## config.mk

```make
export PLATFORM = sky130hd
export DESIGN_NAME = writeback_stage
export DESIGN_NICKNAME = d
export VERILOG_FILES = /design/src/rtl/mips_pkg.sv /design/src/rtl/memwb_reg.sv /design/src/rtl/writeback_stage.sv
export SDC_FILE = /design/constraint.sdc
export NUM_CORES = 1
export LEC_CHECK = 0
export ABC_AREA = 1
export CORE_MARGIN = 2
export CORE_UTILIZATION = 50
export CTS_BUF_LIST = sky130_fd_sc_hd__clkbuf_16
export DETAILED_ROUTE_END_ITERATION = 16
export DONT_BUFFER_PORTS = 1
export PLACE_DENSITY = 0.74
export SETUP_SLACK_MARGIN = 0.15
export SLEW_MARGIN = 10
export SYNTH_ARGS = -nofsm -noshare
export SYNTH_HDL_FRONTEND = slang
export SYNTH_SLANG_ARGS = --single-unit
```

## constraint.sdc

```tcl
create_clock -name clk -period 1.3 [get_ports clk]
set_input_delay 0.26 -clock clk [delete_from_list [all_inputs] [get_ports clk]]
set_output_delay 0.26 -clock clk [all_outputs]
set_load 0.02 [all_outputs]
```

## src/rtl/mips_pkg.sv

```systemverilog
`default_nettype none
// ============================================================================
//  Module      : mips_pkg
//  Description : Shared widths and types for the MIPS-Lite writeback stage.
//                DATA          - datapath width
//                REGISTERWIDTH - register index width
//                wb_state_t    - writeback run/halted state
//                memwb_t       - one MEM/WB pipeline register entry
//  Revision    : 1.0 - initial release
// ============================================================================
package mips_pkg;

    localparam int DATA          = 32;
    localparam int REGISTERWIDTH = 5;

    typedef enum logic [0:0] {
        WB_RUN    = 1'b0,
        WB_HALTED = 1'b1
    } wb_state_t;

    typedef struct packed {
        logic                     valid;
        logic                     regWrite;
        logic                     memToReg;
        logic                     halt;
        logic [REGISTERWIDTH-1:0] rd;
        logic [DATA-1:0]          aluResult;
        logic [DATA-1:0]          loadData;
    } memwb_t;

endpackage : mips_pkg
`default_nettype wire

```

## src/rtl/memwb_reg.sv

```systemverilog
`default_nettype none
// ============================================================================
//  Module      : memwb_reg
//  Description : MEM/WB pipeline register, one memwb_t entry wide.
//                Update priority: reset > flush > stall > capture.
//  Ports       : clk      - rising-edge clock
//                reset    - synchronous active-high reset (clears entry)
//                stall_i  - hold current entry
//                flush_i  - load a bubble (wins over stall)
//                d_i      - entry presented by the MEM stage
//                q_o      - registered entry seen by writeback
//  Revision    : 1.0 - initial release
// ============================================================================
module memwb_reg
    import mips_pkg::*;
(
    input  logic   clk,
    input  logic   reset,
    input  logic   stall_i,
    input  logic   flush_i,
    input  memwb_t d_i,
    output memwb_t q_o
);

    memwb_t entry_q;
    memwb_t entry_d;

    // A bubble is an all-zero entry; only valid matters, but zeroing the
    // rest keeps the forwarding outputs deterministic.
    always_comb begin
        entry_d = entry_q;
        if (flush_i) begin
            entry_d = '0;
        end else if (!stall_i) begin
            entry_d = d_i;
        end
    end

    always_ff @(posedge clk) begin
        if (reset) begin
            entry_q <= '0;
        end else begin
            entry_q <= entry_d;
        end
    end

    assign q_o = entry_q;

endmodule : memwb_reg
`default_nettype wire

```

## src/rtl/writeback_stage.sv

```systemverilog
`default_nettype none
// ============================================================================
//  Module      : writeback_stage
//  Description : MEM/WB register plus register-file write port driver.
//                Selects ALU result or load data, suppresses r0 writes,
//                and retires HALT into a sticky HALTED state.
//  Options     : WB_PERF_COUNTER_EN - adds 32-bit retireCount output
//  Ports       : clk, reset                 - clock / sync active-high reset
//                stall, flush               - MEM/WB hold / bubble control
//                memValid .. memLoadData    - instruction from MEM stage
//                writeEnable, rd, writeData - register file write port
//                halted                     - HALT has retired (sticky)
//                retireCount                - retired count (option only)
//  Revision    : 1.0 - initial release
// ============================================================================
module writeback_stage
    import mips_pkg::*;
(
    input  logic                     clk,
    input  logic                     reset,
    input  logic                     stall,
    input  logic                     flush,
    input  logic                     memValid,
    input  logic                     memRegWrite,
    input  logic                     memToReg,
    input  logic                     memHalt,
    input  logic [REGISTERWIDTH-1:0] memRd,
    input  logic [DATA-1:0]          memAluResult,
    input  logic [DATA-1:0]          memLoadData,
    output logic                     writeEnable,
    output logic [REGISTERWIDTH-1:0] rd,
    output logic [DATA-1:0]          writeData,
    output logic                     halted
`ifdef WB_PERF_COUNTER_EN
    ,
    output logic [31:0]              retireCount
`endif
);

    memwb_t    mem_entry;
    memwb_t    wb_entry;
    wb_state_t state_q;
    wb_state_t state_d;

    assign mem_entry = '{
        valid:     memValid,
        regWrite:  memRegWrite,
        memToReg:  memToReg,
        halt:      memHalt,
        rd:        memRd,
        aluResult: memAluResult,
        loadData:  memLoadData
    };

    memwb_reg u_memwb_reg (
        .clk     (clk),
        .reset   (reset),
        .stall_i (stall),
        .flush_i (flush),
        .d_i     (mem_entry),
        .q_o     (wb_entry)
    );

    // ---------------------------------------------------------------- FSM
    always_ff @(posedge clk) begin
        if (reset) begin
            state_q <= WB_RUN;
        end else begin
            state_q <= state_d;
        end
    end

    // HALT moves to HALTED as soon as it sits valid in MEM/WB, regardless
    // of stall; HALTED is only left through reset.
    always_comb begin
        state_d = state_q;
        if ((state_q == WB_RUN) && wb_entry.valid && wb_entry.halt) begin
            state_d = WB_HALTED;
        end
    end

    // ---------------------------------------------------- write port
    // While stalled a valid write keeps writeEnable high; the register file
    // simply rewrites the same value each cycle.
    assign writeEnable = wb_entry.valid
                       & wb_entry.regWrite
                       & (wb_entry.rd != '0)
                       & (state_q == WB_RUN)
                       & ~wb_entry.halt;

    assign rd        = wb_entry.rd;
    assign writeData = wb_entry.memToReg ? wb_entry.loadData : wb_entry.aluResult;
    assign halted    = (state_q == WB_HALTED);

`ifdef WB_PERF_COUNTER_EN
    // ---------------------------------------------------- retire counter
    // An entry retires in the last cycle it occupies MEM/WB: when it is about
    // to be replaced (no stall) or squashed (flush). HALT counts too.
    logic        retire_event;
    logic [31:0] retire_count_q;
    logic [31:0] retire_count_d;

    assign retire_event = wb_entry.valid & (state_q == WB_RUN) & (~stall | flush);

    always_comb begin
        retire_count_d = retire_count_q;
        if (retire_event) begin
            retire_count_d = retire_count_q + 32'd1;
        end
    end

    always_ff @(posedge clk) begin
        if (reset) begin
            retire_count_q <= '0;
        end else begin
            retire_count_q <= retire_count_d;
        end
    end

    assign retireCount = retire_count_q;
`endif

endmodule : writeback_stage
`default_nettype wire

```

* After elaboration in Yosys (flattened, before gate mapping)
Cells that the tools add are included.
W data, S select, Z words.
** Storage, ports and cells
- Register bits :: 74
- Input bits :: 77
- Word-level logic and storage cells :: 19
** Operators by class
- Mux-type cells :: 1
- Bitwise logic cells :: 6
- Reduce and logical (&&, ||, !) cells :: 4
** Operators by type and width (count)
- $mux W32 :: 1
- $reduce_bool A5 Y1 :: 1
- $and A1 B1 Y1 :: 4
- $logic_and A1 B1 Y1 :: 2
- $not A1 Y1 :: 2
- $reduce_or A2 Y1 :: 1

* Longest topological paths before layout
- Depth after elaboration :: 4
- Depth in mapped cells :: 5
- Gate-level depth less buffers :: 5

* Hierarchy
Synthesis repeated with hierarchy kept, for this count alone.
** Unflattened totals
- Cell total of the unflattened synthesis :: 579
- Area, all modules :: 3703.6 um^2
** By module, submodules not included
- memwb_reg :: times used 1, cells each 462, area each 3019.1 um^2, sequential area each 1461.4 um^2
- writeback_stage :: times used 1, cells each 117, area each 684.4 um^2, sequential area each 20.0 um^2

* Least setup slack after synthesis
OpenSTA, ideal clock, no wires.
- Path type :: register to output
- Start point :: register u_memwb_reg.entry_q, in the netlist u_memwb_reg.q_o[70]
- End point :: output writeData[21]
- Arrival :: 1.087 ns
- Slack :: -0.047 ns
- Cell stages (with the launch flop) :: 4
- Buffers on the path :: 2
- Cells stage by stage :: dfxtp_1 buf_2 buf_2 o21ai_0
** On the way
- Longest elaborated chain between the ends :: 1
** Ends and longest elaborated chain
- start: declaration :: RTL line memwb_reg.sv:25 : memwb_t entry_q;
- start signal: assignment :: RTL line memwb_reg.sv:43 : entry_q <= entry_d;
- $mux W32 :: RTL line writeback_stage.sv:92 : assign writeData = wb_entry.memToReg ? wb_entry.loadData : wb_entry.aluResult;
- end: declaration :: RTL line writeback_stage.sv:32 : output logic [DATA-1:0] writeData,
Every way passes these cells.

* Worst setup path in the final report
- Start point :: register u_memwb_reg.entry_q, in the netlist u_memwb_reg.q_o[70]
- End point :: output writeData[19]
The elaborated chain is that of the path after synthesis.

==> results.cfg <==
[outcome]
status = complete, but fails checks
failed_checks = negative setup slack

[timing]
rsz0062_at_grt = true
fin_skew_ps = 3.009
relSlewSlack = 0.6546
setup_viol = 32
fin_ws_ps = -168.0
timing.fmax_mhz = 681.2
finalCritPeriodShare = 1.129
slew_viol_final = 0
period_needed_ps = 1468
hold_viol_final = 0
tightest_slew_ps = 518.0
fin_tns_setup_ps = -4055
whs_ps = 78.88

[detailed_routing]
routed.top_layer = met4
drc = 0
avgViaCountPerCell = 5.105
routedWlPerCell_um = 14.30
dr.first_iter.drc_count = 182
firstDrtPassIters = 5
wl_met1_mm = 3.374
totalWireLength_mm = 7.649
ant_nets = 0
dr_wl_met2_mm = 3.691
wl_met3_um = 506
vias = 2731

[global_routing]
grt_pass1_wl_mm = 12.22
overflow = 0
antenna_found_initial = 0
grt_max_degree = 75
grt_pass1_vias = 2613
grt.total_usage = 0.2091

[die]
die-area_mm2 = 0.007388
pin_count = 116
die-width_um = 85.96
rows = 29
core-area_mm2 = 0.006422
die_h_um = 85.96
initial_core_util = 0.5229

[cells_and_area]
drive_above_1_share = 0.2991
final_nets = 530
antennaDiodeCount = 0
layout_commonest_cell = nand2_1
fin_util = 0.6182
mostFrequentLayoutCells = 181 x nand2_1, 71 x dfxtp_1, 70 x a21oi_2
area_growth_pct = 18.22

[clock_tree]
cts_max_level = 3
cts_sinks = 74
numCtsBuffers = 9
cts_root_buf = clkbuf_16
path_clk_slew_ps = 60
cts.path.max_buffers = 2
insertion_delay_ps = 320
cts_tree = built
post_cts_buffers = 0

[yosys]
ys_ff_latch = 74
yosysUniqueCellTypes = 15
syn-num-nets = 516
synth_warnings = 0
synth.avg_cell_area_um2 = 7.650
ys_seq_area_frac = 0.4411
synth_cells = 439
syn_area_mm2 = 0.003358

[flow_run]
drv_cap = 0

[min_path]
min_path_type = in2reg

[placed_design]
hpwl_mm = 4.895
port_buffers = 0
gp_congestion = 0.8332

[power]
power.leakage_nw = 1.424
p_per_area_mw_per_mm2 = 1375
ir_drop_uv = 719.1
finalPower_w = 0.005458

[worst_setup_path]
crit_required_ps = 1040
start_kind = register
crit_type = reg2out
arrival_ps = 1210
cp_max_fo = 28
cp-end-kind = primary output
-- through the flow --
step | instances | worst slack, ps | area, µm²
floorplan | 439 | 92.93 | 3381
CTS | 535 | -187.3 | 3963
global route | 535 | -223.6 | 3970
detailed placement | 518 | 120.2 | 3582
finish | 535 | -168.0 | 3970
global placement | 518 | 132.1 | 3582
-- worst max-delay path, stage by stage, from the launching register on --
cell and delay (ps):
dfxtp_4 390, buf_12 170, nand2_1 60, o21ai_1 90, buf_4 160
-- sequential cells by signal, summed over array words and instances (netlist names) --
register and count:
u_memwb_reg.q_o 73, halted 1
-- cells in the mapped netlist --
master	instances	area [µm²]
dfxtp_1	74	1481
buf_4	6	45.04
inv_1	36	135.1
nand3_1	1	5.000
nor2_1	3	11.26
o21ai_0	32	160.2
clkbuf_1	1	3.750
clkbuf_2	1	5.000
a21oi_2	70	613.1
a21oi_1	4	20.02
nand2_1	182	683.2
or2_1	1	6.260
buf_6	8	90.09
inv_2	1	3.750
buf_2	19	95.09
-- path summary, 6_finish.rpt --
check | startpoint | to | slack (ps) | depth (start not counted)
max | u_memwb_reg.q_o[70] | writeData[19] | -170 | 4
min | memLoadData[29] | u_memwb_reg.q_o[29] | 80 | 2
max reg2reg | u_memwb_reg.q_o[70] | u_memwb_reg.q_o[70] | 440 | 3
min reg2reg | u_memwb_reg.q_o[20] | u_memwb_reg.q_o[20] | 460 | 2
-- layer usage --
layer / GRT usage / up-vias
li1: - / 1392
met1: 0.2647 / 1253
met2: 0.3347 / 79
met3: 0.06064 / 7
met4: 0.08369 / 0
met5: 0 / -
-- power breakdown --
group / total [W] / internal [W] / switching [W]
combinational: 0.000450 / 0.000165 / 0.000285
sequential: 0.00238 / 0.00234 / 0.0000410
clock: 0.00263 / 0.00168 / 0.000954
-- cell type report --
type / count / area (µm²)
inverter: 37 / 138.9
multi-input combinational: 293 / 1568
clock inverter: 7 / 93.84
fill: 584 / 2452
tap: 77 / 96.34
timing repair buffer: 38 / 357.8
sequential: 74 / 1490
clock buffer: 9 / 225.2
-- timing repair --
item                       CTS  global route
pin swaps                    1             0
gates cloned                 0             0
hold endpoints to repair     1             0
setup endpoints to repair   33            33
hold buffers                 1             0
resized for setup           15             3
-- kinds of logic after synthesis --
logic type | count (synthesis) | share of synthesized area
AOI/OAI and AO/OA | 106 | 0.2362
buffers and inverters | 72 | 0.1125
DFF | 74 | 0.4411
and+or+nand+nor | 187 | 0.2101
No activity file was read; power rests on OpenSTA's default activity.
